<file path="src/rtl/vga_pkg.sv">
// vga_pkg: shared FSM state type, counter widths, sync polarity and the
// bundle of programmable timing fields used by the VGA timing generator.
package vga_pkg;

  localparam int H_CNT_W = 11;
  localparam int V_CNT_W = 9;

  // Both sync outputs are driven to this level inside their pulse window.
  localparam logic SYNC_ACTIVE = 1'b0;

  typedef enum logic [1:0] {
    ST_IDLE = 2'd0,
    ST_RUN  = 2'd1,
    ST_STOP = 2'd2
  } vga_state_e;

  // One frame's worth of timing, held in shadow registers while scanning.
  typedef struct packed {
    logic [10:0] hsync_end;
    logic [7:0]  hpulse_end;
    logic [7:0]  hdata_begin;
    logic [9:0]  hdata_end;
    logic [8:0]  vsync_end;
    logic [2:0]  vpulse_end;
    logic [4:0]  vdata_begin;
    logic [8:0]  vdata_end;
  } vga_timing_t;

endpackage

</file>
<file path="src/rtl/vga_sync_counter.sv">
// vga_sync_counter: horizontal (clock) and vertical (line) raster counters.
// The horizontal counter wraps after h_end_i clocks and the vertical counter
// advances on every horizontal wrap, wrapping after v_end_i lines.
module vga_sync_counter
  import vga_pkg::*;
(
  input  logic               clk,
  input  logic               reset,
  input  logic               clear_i,
  input  logic               count_en_i,
  input  logic [H_CNT_W-1:0] h_end_i,
  input  logic [V_CNT_W-1:0] v_end_i,
  output logic [H_CNT_W-1:0] h_o,
  output logic [V_CNT_W-1:0] v_o,
  output logic               frame_wrap_o
);

  localparam logic [H_CNT_W:0] H_ONE = {{H_CNT_W{1'b0}}, 1'b1};
  localparam logic [V_CNT_W:0] V_ONE = {{V_CNT_W{1'b0}}, 1'b1};

  logic [H_CNT_W-1:0] h_q, h_d;
  logic [V_CNT_W-1:0] v_q, v_d;
  logic [H_CNT_W:0]   h_end_eff, h_next;
  logic [V_CNT_W:0]   v_end_eff, v_next;
  logic               h_wrap, v_wrap;

  // Wrap detection on one-bit-wider sums; a programmed length of 0 acts as 1.
  always_comb begin
    h_end_eff = (h_end_i == '0) ? H_ONE : {1'b0, h_end_i};
    v_end_eff = (v_end_i == '0) ? V_ONE : {1'b0, v_end_i};
    h_next    = {1'b0, h_q} + H_ONE;
    v_next    = {1'b0, v_q} + V_ONE;
    h_wrap    = (h_next >= h_end_eff);
    v_wrap    = (v_next >= v_end_eff);
  end

  // Next counter values: hold when idle-cleared or not counting.
  always_comb begin
    h_d = h_q;
    v_d = v_q;
    if (clear_i) begin
      h_d = '0;
      v_d = '0;
    end else if (count_en_i) begin
      if (h_wrap) begin
        h_d = '0;
        v_d = v_wrap ? '0 : v_next[V_CNT_W-1:0];
      end else begin
        h_d = h_next[H_CNT_W-1:0];
      end
    end
  end

  // Counter registers.
  always_ff @(posedge clk or posedge reset) begin
    if (reset) begin
      h_q <= '0;
      v_q <= '0;
    end else begin
      h_q <= h_d;
      v_q <= v_d;
    end
  end

  assign h_o          = h_q;
  assign v_o          = v_q;
  assign frame_wrap_o = h_wrap && v_wrap;

endmodule

</file>
<file path="src/rtl/vga_timing_gen.sv">
// vga_timing_gen: programmable VGA sync/blanking generator that pulls pixels
// from an upstream buffer. Timing inputs are shadowed once per frame.
// Define VGA_TIMING_TESTPAT_EN to build in the colour-bar self-test pattern.
module vga_timing_gen
  import vga_pkg::*;
#(
  parameter int COLOR_WIDTH = 4
) (
  input  logic                     clk,
  input  logic                     reset,
  input  logic                     enable_i,
  input  logic [10:0]              hsync_end_i,
  input  logic [7:0]               hpulse_end_i,
  input  logic [7:0]               hdata_begin_i,
  input  logic [9:0]               hdata_end_i,
  input  logic [8:0]               vsync_end_i,
  input  logic [2:0]               vpulse_end_i,
  input  logic [4:0]               vdata_begin_i,
  input  logic [8:0]               vdata_end_i,
  input  logic                     self_test_i,
  input  logic [3*COLOR_WIDTH-1:0] pixel_data_i,
  input  logic                     pixel_valid_i,
  output logic                     pixel_ready_o,
  output logic                     hsync_o,
  output logic                     vsync_o,
  output logic [COLOR_WIDTH-1:0]   red_o,
  output logic [COLOR_WIDTH-1:0]   green_o,
  output logic [COLOR_WIDTH-1:0]   blue_o,
  output logic                     de_o,
  output logic                     frame_start_o,
  output logic                     underflow_o,
  output logic [H_CNT_W-1:0]       hcount_o,
  output logic [V_CNT_W-1:0]       vcount_o
);

  localparam int RGB_W = 3 * COLOR_WIDTH;

  vga_state_e         state_q, state_d;
  vga_timing_t        timing_q, timing_d, timing_in;
  logic [H_CNT_W-1:0] h_cnt;
  logic [V_CNT_W-1:0] v_cnt;
  logic               frame_wrap;
  logic               running, active, hsync_act, vsync_act;
  logic               pattern_sel;
  logic [RGB_W-1:0]   pattern_rgb;

  logic               hsync_q, hsync_d, vsync_q, vsync_d;
  logic               de_q, de_d, frame_start_q, frame_start_d;
  logic               underflow_q, underflow_d;
  logic [RGB_W-1:0]   rgb_q, rgb_d;
  logic [H_CNT_W-1:0] hcount_q, hcount_d;
  logic [V_CNT_W-1:0] vcount_q, vcount_d;

  vga_sync_counter u_counter (
    .clk          (clk),
    .reset        (reset),
    .clear_i      (!running),
    .count_en_i   (running),
    .h_end_i      (timing_q.hsync_end),
    .v_end_i      (timing_q.vsync_end),
    .h_o          (h_cnt),
    .v_o          (v_cnt),
    .frame_wrap_o (frame_wrap)
  );

  // Scan control: STOP lets the current frame finish unless re-enabled.
  always_comb begin
    state_d = state_q;
    case (state_q)
      ST_IDLE: if (enable_i) state_d = ST_RUN;
      ST_RUN:  if (!enable_i) state_d = ST_STOP;
      ST_STOP: begin
        if (enable_i)        state_d = ST_RUN;
        else if (frame_wrap) state_d = ST_IDLE;
      end
      default: state_d = ST_IDLE;
    endcase
  end

  // Shadow the timing inputs only at scan start and at each frame wrap.
  always_comb begin
    timing_in.hsync_end   = hsync_end_i;
    timing_in.hpulse_end  = hpulse_end_i;
    timing_in.hdata_begin = hdata_begin_i;
    timing_in.hdata_end   = hdata_end_i;
    timing_in.vsync_end   = vsync_end_i;
    timing_in.vpulse_end  = vpulse_end_i;
    timing_in.vdata_begin = vdata_begin_i;
    timing_in.vdata_end   = vdata_end_i;
    timing_d = timing_q;
    if (((state_q == ST_IDLE) && enable_i) || ((state_q != ST_IDLE) && frame_wrap)) begin
      timing_d = timing_in;
    end
  end

  // Region decode from the live counters against the shadowed timing.
  always_comb begin
    running   = (state_q != ST_IDLE);
    hsync_act = running && (h_cnt < H_CNT_W'(timing_q.hpulse_end));
    vsync_act = running && (v_cnt < V_CNT_W'(timing_q.vpulse_end));
    active    = running
                && (h_cnt >= H_CNT_W'(timing_q.hdata_begin))
                && (h_cnt <  H_CNT_W'(timing_q.hdata_end))
                && (v_cnt >= V_CNT_W'(timing_q.vdata_begin))
                && (v_cnt <  timing_q.vdata_end);
  end

`ifdef VGA_TIMING_TESTPAT_EN
  logic [H_CNT_W-1:0] bar_offset;
  logic [2:0]         bar_idx;

  // Eight 64-pixel colour bars counted from the start of the active line.
  always_comb begin
    pattern_sel = self_test_i;
    bar_offset  = h_cnt - H_CNT_W'(timing_q.hdata_begin);
    bar_idx     = 3'(bar_offset >> 6);
    pattern_rgb = {{COLOR_WIDTH{bar_idx[2]}}, {COLOR_WIDTH{bar_idx[1]}},
                   {COLOR_WIDTH{bar_idx[0]}}};
  end
`else
  logic unused_self_test;

  // Without the pattern option the self-test input has no function.
  always_comb begin
    pattern_sel      = 1'b0;
    pattern_rgb      = '0;
    unused_self_test = self_test_i;
  end
`endif

  // The buffer is popped in the same cycle the counters sit in the active area.
  assign pixel_ready_o = active && !pattern_sel;

  // Output stage inputs; a missing pixel blanks RGB but keeps de asserted.
  always_comb begin
    hsync_d       = hsync_act ? SYNC_ACTIVE : ~SYNC_ACTIVE;
    vsync_d       = vsync_act ? SYNC_ACTIVE : ~SYNC_ACTIVE;
    de_d          = active;
    rgb_d         = '0;
    underflow_d   = 1'b0;
    if (active) begin
      if (pattern_sel)        rgb_d = pattern_rgb;
      else if (pixel_valid_i) rgb_d = pixel_data_i;
      else                    underflow_d = 1'b1;
    end
    frame_start_d = (state_q == ST_RUN) && (h_cnt == '0) && (v_cnt == '0);
    hcount_d      = h_cnt;
    vcount_d      = v_cnt;
  end

  // State, shadow and registered video outputs; reset forces idle levels.
  always_ff @(posedge clk or posedge reset) begin
    if (reset) begin
      state_q       <= ST_IDLE;
      timing_q      <= '0;
      hsync_q       <= ~SYNC_ACTIVE;
      vsync_q       <= ~SYNC_ACTIVE;
      de_q          <= 1'b0;
      rgb_q         <= '0;
      frame_start_q <= 1'b0;
      underflow_q   <= 1'b0;
      hcount_q      <= '0;
      vcount_q      <= '0;
    end else begin
      state_q       <= state_d;
      timing_q      <= timing_d;
      hsync_q       <= hsync_d;
      vsync_q       <= vsync_d;
      de_q          <= de_d;
      rgb_q         <= rgb_d;
      frame_start_q <= frame_start_d;
      underflow_q   <= underflow_d;
      hcount_q      <= hcount_d;
      vcount_q      <= vcount_d;
    end
  end

  assign hsync_o       = hsync_q;
  assign vsync_o       = vsync_q;
  assign de_o          = de_q;
  assign red_o         = rgb_q[RGB_W-1 -: COLOR_WIDTH];
  assign green_o       = rgb_q[2*COLOR_WIDTH-1 -: COLOR_WIDTH];
  assign blue_o        = rgb_q[COLOR_WIDTH-1:0];
  assign frame_start_o = frame_start_q;
  assign underflow_o   = underflow_q;
  assign hcount_o      = hcount_q;
  assign vcount_o      = vcount_q;

endmodule
</file>
<file path="config.mk">
export PLATFORM = sky130hd
export DESIGN_NAME = vga_timing_gen
export DESIGN_NICKNAME = d
export VERILOG_FILES = /design/src/rtl/vga_pkg.sv /design/src/rtl/vga_sync_counter.sv /design/src/rtl/vga_timing_gen.sv
export SDC_FILE = /design/constraint.sdc
export NUM_CORES = 1
export LEC_CHECK = 0
export CAP_MARGIN = 20
export CORE_ASPECT_RATIO = 0.9
export CORE_MARGIN = 2
export CORE_UTILIZATION = 47
export CTS_BUF_LIST = sky130_fd_sc_hd__clkbuf_4 sky130_fd_sc_hd__clkbuf_8 sky130_fd_sc_hd__clkbuf_16
export DETAILED_ROUTE_END_ITERATION = 12
export HOLD_SLACK_MARGIN = 0.06
export PLACE_DENSITY = 0.76
export SYNTH_ARGS = -nofsm -noshare
export SYNTH_HDL_FRONTEND = slang
export SYNTH_HIERARCHICAL = 1
export SYNTH_SLANG_ARGS = --single-unit
export TNS_END_PERCENT = 5
</file>
<file path="constraint.sdc">
create_clock -name clk -period 3.85 [get_ports clk]
set_input_delay 0.385 -clock clk [delete_from_list [all_inputs] [get_ports clk]]
set_output_delay 0.385 -clock clk [all_outputs]
set_load 0.02 [all_outputs]
</file>
-- Yosys cells after proc, flatten, opt, wreduce, memory -nomap -nowiden
Cells that the tools add are included.
- logic and storage cells: 72
- flip-flop bits (word level): 122
- output and inout bits: 38
- input bits: 80
- add/subtract/negate cells: 2
- reduce and logical (&&, ||, !) cells: 19
- $lt $le $gt $ge: 8
- equality and inequality tests: 6
- muxes and demuxes: 18
- operators with widths (cell ; count):
    9-bit 2-to-1 mux ; 4
    11-bit 2-to-1 mux ; 3
    12-bit 2-to-1 mux ; 2
    11-bit logical NOT ; 2
    9-bit logical NOT ; 2
    11-bit by 1-bit adder with 12-bit output (second input constant) ; 1
    12-bit >= comparator ; 1
    11-bit by 8-bit >= comparator with 1-bit output ; 1
    1-bit logical AND ; 11
    11-bit by 10-bit < comparator with 1-bit output ; 1
    11-bit by 8-bit < comparator with 1-bit output ; 1
    9-bit by 1-bit adder with 10-bit output (second input constant) ; 1
    10-bit >= comparator ; 1
    9-bit by 5-bit >= comparator with 1-bit output ; 1
    9-bit by 3-bit < comparator with 1-bit output ; 1
    9-bit < comparator ; 1
    2-bit 2-to-1 mux ; 4
    2-bit one-hot mux with 3 select lines ; 1
    1-bit 2-to-1 mux ; 4
    2-bit inequality test (second input constant) ; 2
    3-bit inequality test (second input constant) ; 1
    3-bit AND reduction ; 1
    2-bit by 1-bit equality test with 1-bit output (second input constant) ; 1
    2-bit equality test (second input constant) ; 1
    other kinds (4) ; 4

-- Longest topological paths before layout
Gate-level depths: netlist of the first run.
- depth in word-level cells: 7
- depth in mapped cells: 15
- gate-level depth less buffers: 14

-- Modules after synthesis
The synthesis of the first run kept the hierarchy.
- modules (own cells, without submodules) (module ; cells each ; area an instance (sq um) ; times used):
    vga_timing_gen ; 353 ; 4518.1 ; 1
    vga_sync_counter ; 210 ; 1836.8 ; 1

-- Worst setup path before layout of the first run
Ideal clock, no wire load.
- path kind: register to register
- start: register u_counter.h_q[0] (netlist: u_counter/h_o[0])
- end: register timing_q[0] (netlist bit)
- library setup time: 125 ps
- arrival time: 3640 ps
- stages on the path, launching flop included: 16
- setup slack: 85 ps
- clock period less this slack: 3765 ps
- required time: 3725 ps
- cells stage by stage: dfrtp_1 -> and3_1 -> nand3_1 -> inv_1 -> and3_1 -> xor2_1 -> ha_1 -> a21oi_1 -> nor2_1 -> or3_1 -> or3b_4 -> inv_2 -> nor2_1 -> mux2i_2 -> buf_2 -> mux2_2
- word-level cells in the longest chain between the ends: 5
- RTL lines (what ; line ; RTL):
    start: declaration ; vga_sync_counter.sv:21 ; logic [H_CNT_W-1:0] h_q, h_d;
    start signal: assignment ; vga_sync_counter.sv:57 ; h_q <= '0;
    start signal: assignment ; vga_sync_counter.sv:60 ; h_q <= h_d;
    11-bit by 1-bit adder with 12-bit output ; vga_sync_counter.sv:31 ; h_next = {1'b0, h_q} + H_ONE;
    12-bit >= comparator ; vga_sync_counter.sv:33 ; h_wrap = (h_next >= h_end_eff);
    1-bit logical AND ; vga_sync_counter.sv:67 ; assign frame_wrap_o = h_wrap && v_wrap;
    net frame_wrap ; vga_timing_gen.sv:42 ; logic frame_wrap;
    1-bit logical AND ; vga_timing_gen.sv:91 ; if (((state_q == ST_IDLE) && enable_i) || ((state_q != ST_IDLE) && frame_wrap)) begin
    1-bit logical OR ; vga_timing_gen.sv:91 ;
    end signal: assignment ; vga_timing_gen.sv:166 ; timing_q <= timing_d;
    end: declaration ; vga_timing_gen.sv:39 ; vga_timing_t timing_q, timing_d, timing_in;
The timed path passes the listed nets, and every way through them passes these cells.
A chain may end at the register's enable or synchronous reset.

-- Final worst setup path of the first run
- start: register u_counter.h_q[0] (netlist: u_counter/h_o[0])
- end: register timing_q[31] (netlist bit)
The elaborated chain is that of the path after synthesis.

==> results of run 1 <==
==> power by group through the flow <==
stage	registers, W	clock network [W]	logic, W
after floorplan	0.00154	0	0.000457
after global placement	0.00155	0	0.000659
after detailed placement	0.00156	0	0.000694
after CTS	0.00153	0.00179	0.000706
after global routing	0.00155	0.00186	0.000834
final	0.00154	0.00177	0.000751
==> cells in the final DEF (no fill, tap or decap), types with 4 or more instances in the layout <==
master and instances:
nand4_1 6, nand3_1 14, or3_1 10, ha_1 59, bufinv_16 5, mux2_2 63
nand2_1 30, o21ai_0 7, dfrtp_1 120, nor3_1 21, xor2_1 4, a21oi_1 22
buf_4 25, clkdlybuf4s50_1 116, xnor2_1 10, nand2b_1 4, a21o_1 9, nor2_2 4
a32o_1 7, nor2_1 14, nor4_1 6, clkbuf_16 20, inv_1 70, o32ai_1 6
==> flip-flops by register name, indices dropped and copies added, names as in the netlist <==
name	count
vsync_o	1
hcount_o	11
vcount_o	9
timing_q	63
hsync_o	1
de_o	1
state_q	2
underflow_o	1
u_counter/h_o	11
frame_start_o	1
rgb_q	12
u_counter/v_o	9
==> final cells by class <==
| cell class | count | area [µm²] |
|---|---|---|
| flip-flops and latches | 122 | 3055 |
| fillers | 984 | 4532 |
| inverters | 72 | 272.8 |
| multi-input cells | 355 | 3010 |
| repair buffers | 150 | 1516 |
| well taps | 168 | 210.2 |
| clock inverters | 11 | 191.4 |
| clock buffers | 21 | 474.2 |
==> cell families (layout without fill, tap and decap cells) <==
kind of cell | after synthesis | count (layout)
AND/OR/NAND/NOR | 133 | 133
XOR/XNOR | 16 | 16
buffers and inverters | 86 | 254
adder cells (fa/ha/maj) | 61 | 61
flip-flops | 122 | 122
multiplexers | 64 | 64
AO/OA/AOI/OAI | 81 | 81
==> how the worst max path moves through the flow <==
stage	start	endpoint	slack, ns	cells after the start
after global placement	u_counter/h_o[0]	timing_q[25]	0.14	15
after detailed placement	u_counter/h_o[0]	timing_q[18]	0.03	15
after global routing	u_counter/h_o[0]	timing_q[48]	-0.08	16
final	u_counter/h_o[0]	timing_q[31]	0.06	16
after floorplan	u_counter/h_o[0]	timing_q[0]	0.09	15
after CTS	u_counter/h_o[0]	timing_q[54]	0.05	15
==> through the flow <==
step	instance area (µm²)	hold slack [ns]	utilization [%]	cells	setup slack (ns)
floorplan	6355	0.3488	-	563	0.08545
global placement	7834	0.4827	59.07	854	0.1417
detailed placement	7834	0.4939	59.07	854	0.03477
CTS	8503	0.4901	64.11	886	0.05287
global route	8731	0.5062	65.83	899	-0.08316
finish	8731	0.4908	65.83	899	0.06304
==> routing by layer <==
layer  track usage, %  vias to the layer above  wire length, µm
li1                 -                     2312                -
met4            6.520                        0              281
met2            36.04                      164             7977
met5                0                        -                0
met1            26.11                     2439             6496
met3            7.196                       23             1185
==> critical path: stages, from the launching register on <==
cell and delay [ns]:
dfrtp_1 0.44, ha_2 0.23, nand3_2 0.08, nor2_2 0.17, nand4_1 0.17, xnor2_2 0.29, ha_4 0.25, a21oi_2 0.14
nand2_1 0.09, or3_1 0.35, or3b_4 0.42, inv_2 0.08, nor2_1 0.07, mux2i_4 0.18, buf_4 0.19, clkbuf_16 0.17
mux2_2 0.33
==> what timing repair did <==
action                                  4_1_cts  5_1_grt
resized for setup                             1       13
endpoints found under the setup margin        2       63
hold buffers                                  0        0
gates cloned                                  0        6
buffers inserted                              0        7
pin swaps                                     0        6
==> parameters.txt, run 1 <==
Parameter                              Value

Synth
  Post-Synth XOR/XNOR Area    2.205%
  Seq/Total Area, Yosys    48.08%
  Synthesis warning total    6
  Post-synthesis share of cell area spent on full adders, half adders and majority gates    12.01%
  Top post-synthesis cells by count    dfrtp_1 (120), inv_1 (71), mux2_2 (63)
  FF+latch count, synth    122
  Simple logic cell fraction of the synthesized area    11.62%
  Post-Syn Nets    704
  Area of the mapped netlist    about 0.0064 mm²
  Synth area leaders    dfrtp_1 (47%), ha_1 (12%), mux2_2 (11%)
  Number of flops mapped to enable cells by yosys    0
  Compound-gate portion of the synthesized area    under 10%
  Avg Synthesized Cell Area    11.29 µm²
  Combinational family with the most area after synthesis    adder cells
  Synth top area share    47.25%
  Gate count of the mapped netlist    563
  Top flip-flop cell by instance count after synthesis    dfrtp_1
  Count of different cell masters after synthesis    62
  Top cell type by total area after synthesis    dfrtp_1
  Post-synthesis mux area share    a little under an eighth
  Fraction of registers with async set or reset after synthesis    between 90% and 100%
  Most common cell in the netlist    dfrtp_1

Timing
  Setup clock skew after layout    0.006802 ns
  Shortest period the worst path allows    about 3.8 ns
  Slew margin rel.    40.47%
  Final setup fails    0
  Final cycle utilization of the critical path    98.36%
  Slew of the pin with the lowest slew margin    0.8930 ns
  Final count of hold timing violations    0
  Setup TNS    0 ns
  Fmax    264.1 MHz
  Slew Limit Fails    0

Finish
  Fraction of layout instances using a drive strength above 1    21.34%
  Number of diodes added for antenna fixing    0
  Signed area change from the synthesized netlist to the final layout    37.39%
  Net count reported at finish    between 800 and 900

Setup path
  Maximum net fanout on the critical path    10
  Critical path start-end classification    flip-flop to flip-flop
  Slack of the worst reg-to-reg path    0.06 ns
  Startpoint Class    flip-flop
  Cell depth of the worst flop-to-flop path    16
  Required arrival time at the worst endpoint    4.15 ns
  Worst endpoint data arrival time    4.08 ns
  Reg-to-reg endpoint    timing_q[31]
  Worst r2r src    u_counter/h_o[0]
  Capturing element type of the critical path    flip-flop

Clock network
  Clock tree buffer depth    2
  Number of buffers created by CTS    17
  Clk sinks    122
  Clock Tree Root    clkbuf_16
  Clock latency reported for the late side of the worst-skew pair    ~0.42 ns
  CTS tree    done
  Number of H-tree levels    4
  Clk slew on worst S/H paths    0.05 ns

Placed design
  Gp weighted congestion    0.8755
  Count of buffers inserted at the top-level ports    116
  Post-DP HPWL    between 10 and 15 mm

Global routing
  Antenna violations before repair    0
  Overflow left after global routing    0
  Total GRT Usage    21.36%
  Global-route wire length before repair    24.38 mm
  Number of global-route vias before repair    about 5000
  Pin count of the biggest net entering global routing    71

Pwr
  Part of the power in registers    between 30 and 40%
  Tot Pwr    0.004063 W
  Cell internal pwr    0.003051 W
  Worst VDD drop    about 0.29 mV
  Combinational power share    18.5%
  Switching power share of the total    24.91%
  Power Density    465.4 mW/mm²
  Relative contribution of the clock network to total power    43.6%
  Net Switching    0.001012 W
  Leakage power figure    4.176 nW

Drt
  Vias    4938
  Residual antenna-violating net count after detailed routing    0
  Initial DRC Count    roughly 260
  TritonRoute pass-1 iters    4
  Final routed wire length divided by cell count    around 18 µm
  Via density    5.493
  Number of remaining DRC errors    0
  Total wire length after detailed routing    about 16 mm

Floorplanning
  Horizontal die dimension    126.6 µm
  Std cell rows    40
  Chip height    between 100 and 150 µm
  Number of top-level pins    118
  Std-Cell Core Area    0.01326 mm²
  Die Area    approximately 0.014 mm²
  Initial core utilization    47.92%

Run status
  Outcome    finished clean

Job
  Number of maximum-capacitance violations    0

Hold path
  Worst hold path type    input pin to asynchronous set/reset pin
(Power assumes the default switching activity.)
==> inputs of run 2 (changes only) <==
==> constraint.sdc (replaced) <==
create_clock -name clk -period 3.85 [get_ports clk]
set_input_delay 0.385 -clock clk [delete_from_list [all_inputs] [get_ports clk]]
set_output_delay 0.385 -clock clk [all_outputs]
set_load 0.1 [all_outputs]
==> run 2 against run 1 <==
Via count shrank 1.1%. Clock power is essentially flat. Cell count shrank 0.78%. Die area is the same. Design area shrank 1.5%. Maximum frequency grew 2.1%. Largest power group unchanged.
==> parameters.txt, run 2 (synthesis results as in run 1) <==
Parameter                              Value

Finish
  Number of diodes added for antenna fixing    0 (unchanged)
  Most frequent cells in the layout    dfrtp_1 (120), clkdlybuf4s50_1 (115), inv_1 (70) (was dfrtp_1 (120), clkdlybuf4s50_1 (116), inv_1 (70))
  Share of the core filled with cells    64.85% (was 65.83%)
  Fraction of layout instances using a drive strength above 1    20.30% (was 21.34%)
  Biggest regs    timing_q: 63 flops, rgb_q: 12 flops (unchanged)
  Most frequent standard cell in the layout excluding fill and tap cells    dfrtp_1 (unchanged)
  Register bank with the most flops    timing_q (unchanged)
  Signed area change from the synthesized netlist to the final layout    35.34% (was 37.39%)
  Net count reported at finish    852 (was 859)
  Max reg flops    63 (unchanged)
  Fillers    1016 (was 984)
  Final Instance Count excl. Fillers    892 (was 899)

Timing
  Slew Limit Fails    0 (unchanged)
  Worst hold slack after final layout    0.3497 ns (was 0.4908 ns)
  Slew of the pin with the lowest slew margin    0.9956 ns (was 0.8930 ns)
  Shortest period the worst path allows    3.710 ns (was 3.787 ns)
  Final cycle utilization of the critical path    96.38% (was 98.36%)
  Setup clock skew after layout    0.009047 ns (was 0.006802 ns)
  Final setup fails    0 (unchanged)
  Setup repair after global routing missed its margin    no
  Slew margin rel.    33.42% (was 40.47%)
  Final count of hold timing violations    0 (unchanged)
  Fmax    269.5 MHz (was 264.1 MHz)
  Setup TNS    0 ns (unchanged)

Clock network
  Number of buffers created by CTS    17 (unchanged)
  CTS Hold Buffers Added    0 (unchanged)
  Number of H-tree levels    4 (unchanged)
  CTS tree    done (unchanged)
  Clk slew on worst S/H paths    0.05 ns (about the same)
  Clock tree buffer depth    2 (unchanged)
  Clock Tree Root    clkbuf_16 (unchanged)
  Clock latency reported for the late side of the worst-skew pair    0.42 ns (about the same)
  Clk sinks    122 (unchanged)

Floorplanning
  Chip height    114.3 µm (unchanged)
  Std cell rows    40 (unchanged)
  Std-Cell Core Area    0.01326 mm² (unchanged)
  Number of top-level pins    118 (unchanged)
  Die Area    0.01447 mm² (unchanged)
  Initial core utilization    47.92% (unchanged)
  Horizontal die dimension    126.6 µm (unchanged)

Pwr
  Tot Pwr    0.004124 W (was 0.004063 W)
  Leakage power figure    4.131 nW (was 4.176 nW)
  Worst VDD drop    0.3656 mV (was 0.2871 mV)
  Power Density    479.5 mW/mm² (was 465.4 mW/mm²)

Global routing
  Global-route wire length before repair    24.27 mm (was 24.38 mm)
  Number of global-route vias before repair    5037 (was 4973)
  Pin count of the biggest net entering global routing    42 (was 71)
  Total GRT Usage    21.49% (was 21.36%)
  Antenna violations before repair    0 (unchanged)
  Overflow left after global routing    0 (unchanged)

Setup path
  Critical path start-end classification    flip-flop to flip-flop (unchanged)
  Worst endpoint data arrival time    4.01 ns (was 4.08 ns)
  Reg-to-reg endpoint    timing_q[58] (was timing_q[31])
  Startpoint Class    flip-flop (unchanged)
  Cell Chain, Critical Path    ha_1, nand3_1, nor2_2, nand4_1, xnor2_1, ha_1, nand3_1, nor2_1, or3_1, or3b_4, inv_2, nor2_1, mux2i_4, buf_4, buf_12, mux2_2 (was ha_2, nand3_2, nor2_2, nand4_1, xnor2_2, ha_4, a21oi_2, nand2_1, or3_1, or3b_4, inv_2, nor2_1, mux2i_4, buf_4, clkbuf_16, mux2_2)
  Slack of the worst reg-to-reg path    0.14 ns (was 0.06 ns)
  Largest stage delay on the critical path    0.44 ns (about the same)
  Maximum net fanout on the critical path    21 (was 10)
  Master of the slowest instance on the critical path    or3b_4 (was dfrtp_1)
  Capturing element type of the critical path    flip-flop (unchanged)
  Worst r2r src    u_counter/h_o[1] (was u_counter/h_o[0])
  Required arrival time at the worst endpoint    4.15 ns (about the same)
  Cell depth of the worst flop-to-flop path    16 (unchanged)

Drt
  Final routed wire length divided by cell count    17.04 µm (was 17.73 µm)
  Residual antenna-violating net count after detailed routing    0 (unchanged)
  Vias    4886 (was 4938)
  Number of remaining DRC errors    0 (unchanged)
  Initial DRC Count    231 (was 262)
  Via density    5.478 (was 5.493)
  Total wire length after detailed routing    15.20 mm (was 15.94 mm)
  TritonRoute pass-1 iters    5 (was 4)

Placed design
  Placed insts    855 (was 854)
  Count of buffers inserted at the top-level ports    116 (unchanged)
  Gp weighted congestion    0.8735 (was 0.8755)
  Post-DP HPWL    10.80 mm (was 10.63 mm)

Job
  Number of maximum-capacitance violations    0 (unchanged)

Run status
  Outcome    finished clean (unchanged)

Hold path
  Worst hold path type    input pin to asynchronous set/reset pin (unchanged)
[run 2: cell types whose count changed in the layout (fill, tap and decap cells not counted), moves of 2 or more]
cell	delta
ha_1	+2
buf_6	-2
clkinvlp_4	-3
clkbuf_4	+2
buf_8	-2
clkbuf_16	-2
[run 2: cell type report]
| type | count | area (µm²) | area share, % |
|---|---|---|---|
| Timing Repair Buffer | 143 | 1404 | 16.32 |
| Tap cell | 168 | 210.2 | 2.444 |
| Clock buffer | 24 | 503.0 | 5.848 |
| Sequential cell | 122 | 3055 | 35.53 |
| Inverter | 72 | 272.8 | 3.171 |
| Multi-Input combinational cell | 355 | 2990 | 34.77 |
| Clock inverter | 8 | 165.2 | 1.920 |
[run 2: repair_timing]
action	CTS	global route
gates resized for setup	0	8
endpoints found under the setup margin	0	63
buffers inserted	0	4
[run 2: critical path: cells and delay by family, from the launching register on]
kind          cells  cell delay (ns)
xor+xnor          1             0.23
fa+ha+maj         2             0.50
buf+inv           3             0.40
flops             1             0.40
mux               2             0.49
simple gates      8             1.54
[run 2: per-stage QoR]
step                worst slack [ns]  area (µm²)
floorplan                    0.08545        6355
global placement              0.1812        7839
detailed placement           0.04693        7839
CTS                          0.03546        8507
global route                0.004034        8601
finish                        0.1395        8601
[run 2: how the worst max path moves through the flow]
stage	start	to	slack [ns]	cells past startpoint
3_5_place_dp	u_counter/h_o[1]	timing_q[1]	0.05	15
6_report	u_counter/h_o[1]	timing_q[58]	0.14	16
4_1_cts	u_counter/h_o[1]	timing_q[1]	0.04	15
2_1_floorplan	u_counter/h_o[0]	timing_q[0]	0.09	15
3_3_place_gp	u_counter/h_o[1]	timing_q[2]	0.18	15
5_1_grt	u_counter/h_o[1]	timing_q[58]	0.004	16
[run 2: power by group]
group / switching (W) / leakage (nW) / internal (W) / total, W
Clock: 0.000562 / 0.334 / 0.00124 / 0.00180
Sequential: 0.0000927 / 1.55 / 0.00144 / 0.00154
Combinational: 0.000405 / 2.25 / 0.000386 / 0.000792
[run 2: per-layer routing]
| metal | share of wire (%) | track usage [%] |
|---|---|---|
| met1 | 40 | 25.53 |
| met2 | 51 | 36.65 |
| met5 | 0 | 0 |
| met3 | 7.1 | 6.542 |
| met4 | 1.9 | 8.645 |
==> inputs of run 3 (changes only) <==
--- a/config.mk
+++ b/config.mk
@@ -5,9 +5,8 @@
 export SDC_FILE = /design/constraint.sdc
 export NUM_CORES = 1
 export LEC_CHECK = 0
-export CAP_MARGIN = 20
 export CORE_ASPECT_RATIO = 0.9
-export CORE_MARGIN = 2
+export CORE_MARGIN = 8
 export CORE_UTILIZATION = 47
 export CTS_BUF_LIST = sky130_fd_sc_hd__clkbuf_4 sky130_fd_sc_hd__clkbuf_8 sky130_fd_sc_hd__clkbuf_16
 export DETAILED_ROUTE_END_ITERATION = 12
==> run 3 against run 2 <==
Count of clock-buffer cells in the layout is 1 higher. Critical path depth stayed put. Non-clock buffer count is 2 higher. Sequential power hardly changed. First-iteration DRC count is 39% higher. Largest cell class unchanged. Highest routed layer unchanged.
==> parameters.txt, run 3 (synthesis results as in run 1) <==
Parameter                              Value

Floorplanning
  Initial core utilization    47.92% (unchanged)
  Chip height    126.3 µm (was 114.3 µm)
  Std cell rows    40 (unchanged)
  Std-Cell Core Area    0.01326 mm² (unchanged)
  Horizontal die dimension    138.6 µm (was 126.6 µm)
  Number of top-level pins    118 (unchanged)
  Die Area    0.01750 mm² (was 0.01447 mm²)

Placed design
  Post-place setup slack    0.002389 ns (was 0.04693 ns)
  Gp weighted congestion    0.8829 (was 0.8735)
  Post-DP HPWL    11.33 mm (was 10.80 mm)
  Count of buffers inserted at the top-level ports    116 (unchanged)

Timing
  Final setup fails    0 (unchanged)
  Fmax    267.4 MHz (was 269.5 MHz)
  Setup TNS    0 ns (unchanged)
  Final cycle utilization of the critical path    97.14% (was 96.38%)
  Slew of the pin with the lowest slew margin    1.133 ns (was 0.9956 ns)
  Setup clock skew after layout    0.01278 ns (was 0.009047 ns)
  Final count of hold timing violations    0 (unchanged)
  Slack of the critical path    0.1101 ns (was 0.1395 ns)
  Slew Limit Fails    0 (unchanged)
  Slew margin rel.    24.49% (was 33.42%)
  Shortest period the worst path allows    3.740 ns (was 3.710 ns)

Clock network
  Clock tree buffer depth    2 (unchanged)
  Clk slew on worst S/H paths    0.06 ns (was 0.05 ns)
  Clock Tree Root    clkbuf_16 (unchanged)
  CTS tree    done (unchanged)
  Clock latency reported for the late side of the worst-skew pair    0.41 ns (was 0.42 ns)
  CTS Hold Buffers Added    0 (unchanged)
  Number of H-tree levels    4 (unchanged)
  Number of buffers created by CTS    17 (unchanged)
  Clk sinks    122 (unchanged)

Drt
  TritonRoute pass-1 iters    5 (unchanged)
  Final routed wire length divided by cell count    17.43 µm (was 17.04 µm)
  Vias    4889 (was 4886)
  Number of remaining DRC errors    0 (unchanged)
  Initial DRC Count    320 (was 231)
  Via density    5.463 (was 5.478)
  Total wire length after detailed routing    15.60 mm (was 15.20 mm)
  Residual antenna-violating net count after detailed routing    0 (unchanged)

Setup path
  Crit path from    u_counter/h_o[1] (unchanged)
  Required arrival time at the worst endpoint    4.14 ns (was 4.15 ns)
  Cell depth of the worst flop-to-flop path    16 (unchanged)
  Maximum net fanout on the critical path    21 (unchanged)
  Worst endpoint data arrival time    4.03 ns (was 4.01 ns)
  Startpoint Class    flip-flop (unchanged)
  Reg-to-reg endpoint    timing_q[56] (was timing_q[58])
  Slack of the worst reg-to-reg path    0.11 ns (was 0.14 ns)
  Worst r2r src    u_counter/h_o[1] (unchanged)
  Capturing element type of the critical path    flip-flop (unchanged)
  Critical path start-end classification    flip-flop to flip-flop (unchanged)

Pwr
  Relative contribution of the clock network to total power    39.6% (was 43.6%)
  Cell internal pwr    0.002820 W (was 0.003064 W)
  Switching power share of the total    27.11% (was 25.71%)
  Power Density    452.2 mW/mm² (was 479.5 mW/mm²)
  Leakage power figure    4.098 nW (was 4.131 nW)
  Worst VDD drop    0.3223 mV (was 0.3656 mV)
  Part of the power in registers    39.7% (was 37.2%)
  Net Switching    0.001049 W (was 0.001060 W)
  Combinational power share    20.7% (was 19.2%)

Global routing
  Overflow left after global routing    0 (unchanged)
  Antenna violations before repair    1 (was 0)
  Number of global-route vias before repair    5234 (was 5037)
  Pin count of the biggest net entering global routing    94 (was 42)
  Total GRT Usage    18.02% (was 21.49%)
  Global-route wire length before repair    25.66 mm (was 24.27 mm)

Hold path
  Cell depth of the worst min-delay path    1
  Worst hold path type    flip-flop to flip-flop (was input pin to asynchronous set/reset pin)
  Endpoint of the worst hold path    timing_q[0]
  Critical hold path startpoint    timing_q[0]

Finish
  Net count reported at finish    854 (was 852)
  Register bank with the most flops    timing_q (unchanged)
  Biggest regs    timing_q: 63 flops, rgb_q: 12 flops (unchanged)
  Most frequent standard cell in the layout excluding fill and tap cells    dfrtp_1 (unchanged)
  Most frequent cells in the layout    dfrtp_1 (119), clkdlybuf4s50_1 (115), inv_1 (70) (was dfrtp_1 (120), clkdlybuf4s50_1 (115), inv_1 (70))
  Max reg flops    63 (unchanged)
  Fraction of layout instances using a drive strength above 1    20.94% (was 20.30%)
  Signed area change from the synthesized netlist to the final layout    34.63% (was 35.34%)

Run status
  Outcome    finished clean (unchanged)

Job
  Number of maximum-capacitance violations    0 (unchanged)
## run 3: worst max path at each step
stage                              end
after CTS                 timing_q[19]
after detailed placement   timing_q[9]
after floorplan            timing_q[0]
after global routing      timing_q[56]
final                     timing_q[56]
after global placement     timing_q[1]
## run 3: final cells by class
| class | instances | area (µm²) |
|---|---|---|
| fill | 998 | 4707 |
| tap | 168 | 210.2 |
| timing repair buffer | 145 | 1421 |
| multi-input combinational | 355 | 3014 |
| clock inverter | 7 | 67.56 |
| clock buffer | 25 | 510.5 |
| sequential | 122 | 3057 |
| inverter | 72 | 272.8 |
| antenna | 1 | 2.502 |
## run 3: critical path: stages (launching register included)
cell and delay (ns):
dfrtp_1 0.41, ha_4 0.18, nand3_2 0.11, nor2_4 0.17
nand4_1 0.17, xnor2_2 0.19, ha_1 0.35, nand3_1 0.13
nor2_1 0.08, or3_1 0.41, or3b_4 0.44, inv_2 0.07
nor2_1 0.07, mux2i_4 0.14, buf_4 0.16, buf_12 0.17
mux2_2 0.36
## run 3: routing by layer
layer  share of wire [%]  wire [µm]  GRT usage (%)
met1                  41       6372          20.45
met2                  50       7734          30.43
met3                 8.0       1241          6.863
met4                 1.6        252          6.577
met5                   0          0              0
## run 3: power groups by stage
stage / clock network, W / logic (W) / registers (W)
after floorplan: 0 / 0.000457 / 0.00161
after global placement: 0 / 0.000726 / 0.00155
after detailed placement: 0 / 0.000768 / 0.00156
after CTS: 0.00156 / 0.000788 / 0.00154
after global routing: 0.00162 / 0.000890 / 0.00156
final: 0.00153 / 0.000802 / 0.00154
## run 3: what timing repair did
action	CTS	global route
pin swaps	0	2
gates resized for setup	4	10
setup endpoints to repair	47	63
gates cloned	1	0
buffers inserted	2	5
## run 3: per-stage QoR
stage / utilization (%) / power [W] / hold WS [ns] / cell area, µm² / instances
6_report: 64.51 / 0.003869 / 0.4963 / 8556 / 895
5_1_grt: 64.51 / 0.004069 / 0.4958 / 8556 / 895
4_1_cts: 63.80 / 0.003881 / 0.4898 / 8462 / 889
3_5_place_dp: 59.05 / 0.002325 / 0.4858 / 7831 / 854
3_3_place_gp: 59.05 / 0.002277 / 0.4779 / 7831 / 854
2_1_floorplan: - / 0.002065 / 0.3488 / 6355 / 563
